`config.mk`:
```
export PLATFORM = sky130hd
export DESIGN_NAME = seq_detector_moore_param
export DESIGN_NICKNAME = d
export VERILOG_FILES = /design/src/rtl/seq_detector_moore_param.sv
export SDC_FILE = /design/constraint.sdc
export NUM_CORES = 1
export LEC_CHECK = 0
export CAP_MARGIN = 30
export CORE_AREA = 2 2 39 41
export CTS_BUF_LIST = sky130_fd_sc_hd__clkbuf_8
export DETAILED_ROUTE_END_ITERATION = 6
export DIE_AREA = 0 0 41 43
export DONT_BUFFER_PORTS = 1
export PLACE_DENSITY_LB_ADDON = 0.08
export RECOVER_POWER = 100
export SYNTH_ARGS = -nofsm -noshare
export SYNTH_HDL_FRONTEND = slang
export SYNTH_SLANG_ARGS = --single-unit
export TNS_END_PERCENT = 30
```
`constraint.sdc`:
```
create_clock -name clk -period 2.1 [get_ports clk]
set_clock_uncertainty 0.15 [all_clocks]
set_input_delay 0.21 -clock clk [delete_from_list [all_inputs] [get_ports clk]]
set_output_delay 0.21 -clock clk [all_outputs]
set_load 0.02 [all_outputs]
```
`src/rtl/seq_detector_moore_param.sv`:
```
// seq_detector_moore_param
// Moore sequence detector for a strobed stream of SYM_W-bit symbols. Matches a
// fixed SEQ_LEN-symbol PATTERN (first symbol in the MSBs), with overlapping or
// non-overlapping detection. yout is registered and reflects the last accepted
// symbol.
// Optional feature macro: SEQDET_COUNT_EN. When it is defined, the match_count
// port and its CNT_W-bit saturating counter are compiled in.
module seq_detector_moore_param #(
    parameter int                         SYM_W   = 2,
    parameter int                         SEQ_LEN = 4,
    parameter logic [SYM_W*SEQ_LEN-1:0]   PATTERN = 8'b00_11_00_10,
    parameter bit                         OVERLAP = 1'b1,
    parameter int                         CNT_W   = 8
) (
    input  logic               clk,
    input  logic               reset,
    input  logic [SYM_W-1:0]   ain,
    input  logic               ain_valid,
    input  logic               clear,
    output logic               yout
`ifdef SEQDET_COUNT_EN
    ,
    output logic [CNT_W-1:0]   match_count
`endif
);

    localparam int               FILL_W    = $clog2(SEQ_LEN + 1);
    localparam logic [FILL_W-1:0] FILL_MAX  = FILL_W'(SEQ_LEN);
    localparam logic [FILL_W-1:0] FILL_QUAL = FILL_W'(SEQ_LEN - 1);

    // Elaboration-time sanity checks on the configuration.
    if (SYM_W < 1) begin : g_bad_sym_w
        $error("seq_detector_moore_param: SYM_W must be >= 1");
    end
    if (SEQ_LEN < 2 || SEQ_LEN > 16) begin : g_bad_seq_len
        $error("seq_detector_moore_param: SEQ_LEN must be 2..16");
    end
    if (CNT_W < 1) begin : g_bad_cnt_w
        $error("seq_detector_moore_param: CNT_W must be >= 1");
    end

    typedef enum logic {
        ST_IDLE  = 1'b0,
        ST_MATCH = 1'b1
    } state_t;

    // Only the newest SEQ_LEN-1 symbols are stored. Together with the incoming
    // symbol they form the full SEQ_LEN-symbol window. The oldest window symbol
    // would never be read again, so it is not kept.
    logic [SEQ_LEN-2:0][SYM_W-1:0] hist_q, hist_d;
    logic [SEQ_LEN-1:0][SYM_W-1:0] window;
    logic [FILL_W-1:0]             fill_q, fill_d;
    state_t                        state_q, state_d;

    logic [SEQ_LEN-1:0]            sym_eq;
    logic                          accept;
    logic                          qualified;
    logic                          hit;

    assign window    = {hist_q, ain};
    assign accept    = ain_valid && !clear;
    assign qualified = (fill_q >= FILL_QUAL);

    // Per-symbol comparators. window[0] is the newest symbol and lines up with
    // the last pattern symbol in the LSBs.
    for (genvar i = 0; i < SEQ_LEN; i++) begin : g_cmp
        assign sym_eq[i] = (window[i] == PATTERN[i*SYM_W +: SYM_W]);
    end

    // The fill qualifier prevents a zeroed history from matching an all-zero
    // pattern straight after reset or clear.
    assign hit = accept && qualified && (&sym_eq);

    // State register: history, fill level and match state.
    always_ff @(posedge clk) begin
        if (!reset) begin
            hist_q  <= '0;
            fill_q  <= '0;
            state_q <= ST_IDLE;
        end else begin
            hist_q  <= hist_d;
            fill_q  <= fill_d;
            state_q <= state_d;
        end
    end

    // Next state. clear wins over accept, and a non-accepting cycle holds everything.
    always_comb begin
        hist_d  = hist_q;
        fill_d  = fill_q;
        state_d = state_q;
        if (clear) begin
            hist_d  = '0;
            fill_d  = '0;
            state_d = ST_IDLE;
        end else if (accept) begin
            hist_d  = window[SEQ_LEN-2:0];
            fill_d  = (fill_q == FILL_MAX) ? FILL_MAX : fill_q + 1'b1;
            state_d = hit ? ST_MATCH : ST_IDLE;
            if (hit && !OVERLAP) begin
                // Non-overlapping mode: the next match must be built from fresh symbols.
                fill_d = '0;
            end
        end
    end

    // Moore output, decoded from the state register only.
    assign yout = (state_q == ST_MATCH);

`ifdef SEQDET_COUNT_EN
    logic [CNT_W-1:0] cnt_q;

    // Saturating match counter. It steps on the same edge that raises yout.
    always_ff @(posedge clk) begin
        if (!reset) begin
            cnt_q <= '0;
        end else if (clear) begin
            cnt_q <= '0;
        end else if (hit && (cnt_q != {CNT_W{1'b1}})) begin
            cnt_q <= cnt_q + 1'b1;
        end
    end

    assign match_count = cnt_q;
`endif

endmodule

```
==> out/results.ini <==
[die]
initial_core_util_pct = 32.5
core_area_mm2 = 0.00138
chipHeight_um = 43
dieArea_mm2 = 0.00176
num_rows = 14
fp.dieW_um = 41
num_io_pins = 7

[detailed_routing]
wl_per_cell_um = 12.8
dr.pass1.iters = 4
drc = 0
vias = 339
via_per_inst = 4.99
drt_iter0_drc = 3
drt-total-wl_um = 868
ant_nets = 0

[worst_setup_path]
crit_top_cell = dlygate4sd3_1
worstSetupPathType = input port to flop
cp.required_ps = 2050
start_kind = input port
slowest_delay_ps = 580
path_max_fanout = 2
path_buf_inv = 2
crit_chain = dlygate4sd3_1, mux2i_1, dlygate4sd3_1, nor2_1
endpoint_kind = flop
critical-path-top-delay-family = buffers and inverters
critPathSlowestCell = dlygate4sd3_1
arrival_ps = 1510

[synthesis]
synth.top_cell.area_share_pct = 44.6
synthArstFlopShare_pct = 0
synth_most_common_cell = dfxtp_1
synth_cell_types = 17
syn_inst = 48
synth_seq_cells = 10
synth_area_leaders = dfxtp_1, mux2i_1, ha_1
synthFlopType = dfxtp_1
synth-edff-count = 0
yosys.area.top_type = dfxtp_1
yosys_warnings = 0
synth_common_cells = dfxtp_1, nor2_1, mux2i_1
synthesis.area_um2 = 449
synth.avg_cell_area_um2 = 9.36
ys_seq_area_share_pct = 44.6
syn_nets = 57

[placement]
io_buffers = 0
routabilityCongestion = 0.597
dpl_worst_slack_ps = 697
dp_hpwl_um = 613

[timing]
finalCritPeriodShare_pct = 74.1
fin_crit_ps = 1560
setup_violations = 0
relSlewSlack_pct = 74.9
timing_hold_violations_final = 1
drv_slew = 0
tightest_slew_ps = 376
fmax_mhz = 642
rsz0062_at_grt = false
postLayoutSetupSlackWorst_ps = 543
hold_ws_ps = -0.676
setup-tns-final_ps = 0

[global_route]
grt_usage_pct = 13.3
grt_overflow_total = 0
antenna_found_initial = 0
grt_first_pass_wirelength_mm = 1.61
grt_pass1_vias = 383
grt_max_degree = 11

[clock_tree]
cts-resized-gates = 0
cts_inserted_buffers = 3
cts_tree = yes
clockBufferDepth = 2
htreeDepth = 1
cts_sinks = 10
clk_latency_ps = 230
cts_root_buf = clkbuf_8
clk_pin_slew_ps = 50

[power_and_ir_drop]
ir_drop_v = 0.000416
power.total_mw = 0.406
p_leak_nw = 0.217
power.density_mw_per_mm2 = 769

[cells_and_area]
areaGrowthSynthToFinish_pct = 17.5
drive_gt1_share_pct = 7.69
layout.nets = 63
diodes = 0
fillers = 142

[status]
violations = negative hold slack
status = finished, violations left

[job]
maxCapViolCount = 0

[worst_hold_path]
hold_path_class = input port to flop

==> report_power, final <==
part	internal (mW)	switching [mW]	total (mW)
sequential	0.194	0.00279	0.197
clock	0.125	0.0631	0.188
combinational	0.0117	0.0103	0.0220
total	0.330	0.0762	0.406
==> cell type report <==
cell class	instances	area, µm²	area share (%)
Clock buffer	3	41.3	7.82
Inverter	4	15.0	2.84
Multi-Input combinational cell	32	221	41.9
Sequential cell	10	200	37.9
Tap cell	16	20.0	3.79
Timing Repair Buffer	3	30.0	5.69
==> placed cells by master (no fill, tap or decap), drive strengths merged <==
| master | instances |
|---|---|
| ha | 3 |
| clkbuf | 3 |
| nor2 | 7 |
| nor3b | 2 |
| inv | 4 |
| a211o | 1 |
| nand2 | 2 |
| nor3 | 1 |
| mux2i | 6 |
| and4bb | 1 |
| nand4 | 1 |
| dfxtp | 10 |
| dlygate4sd3 | 3 |
| o21ai | 2 |
| a21oi | 3 |
| nand2b | 2 |
| nand3 | 1 |
==> per-stage QoR <==
step           util, %  cell area, µm²  std cells
2_1_floorplan        -             449         48
3_3_place_gp      33.0             457         62
3_5_place_dp      33.0             457         62
4_1_cts           38.2             528         68
5_1_grt           38.2             528         68
6_report          38.2             528         68
==> what timing repair did <==
| action | 4_1_cts | 5_1_grt |
|---|---|---|
| endpoints found under the hold margin | 5 | 0 |
| hold buffers | 3 | 0 |
| endpoints found under the setup margin | 0 | 0 |
| setup buffers | 0 | 0 |
==> logic make-up (layout without fill, tap and decap cells) <==
family,count (synthesis),in the layout,share of synthesized area (%)
AND/OR/NAND/NOR,17,17,20.1
buffers and inverters,6,10,6.13
flip-flops,10,10,44.6
multiplexers,6,6,13.4
adder cells (fa/ha/maj),3,3,8.36
AO/OA/AOI/OAI,6,6,7.52
==> path summary, 6_finish.rpt <==
check                           startpoint         to  slack, ps  cells after the start
worst max-delay path                ain[1]  hist_q[1]        540                      4
worst min register to register   hist_q[4]  hist_q[4]        350                      2
worst min-delay path             ain_valid  hist_q[4]       -0.7                      2
worst max register to register   fill_q[1]       yout        700                      5
==> state kept, by name, summed over array words and instances (netlist names) <==
name and cells:
yout 1, fill_q 3, hist_q 6
==> per-layer routing <==
layer  up-vias  track usage (%)  wire length (µm)
met5         -                0                 0
met4         0             4.00                 4
met3         2             3.14                16
met2         1             22.8               471
met1       166             15.3               377
li1        170                -                 -
(Power assumes the default switching activity.)
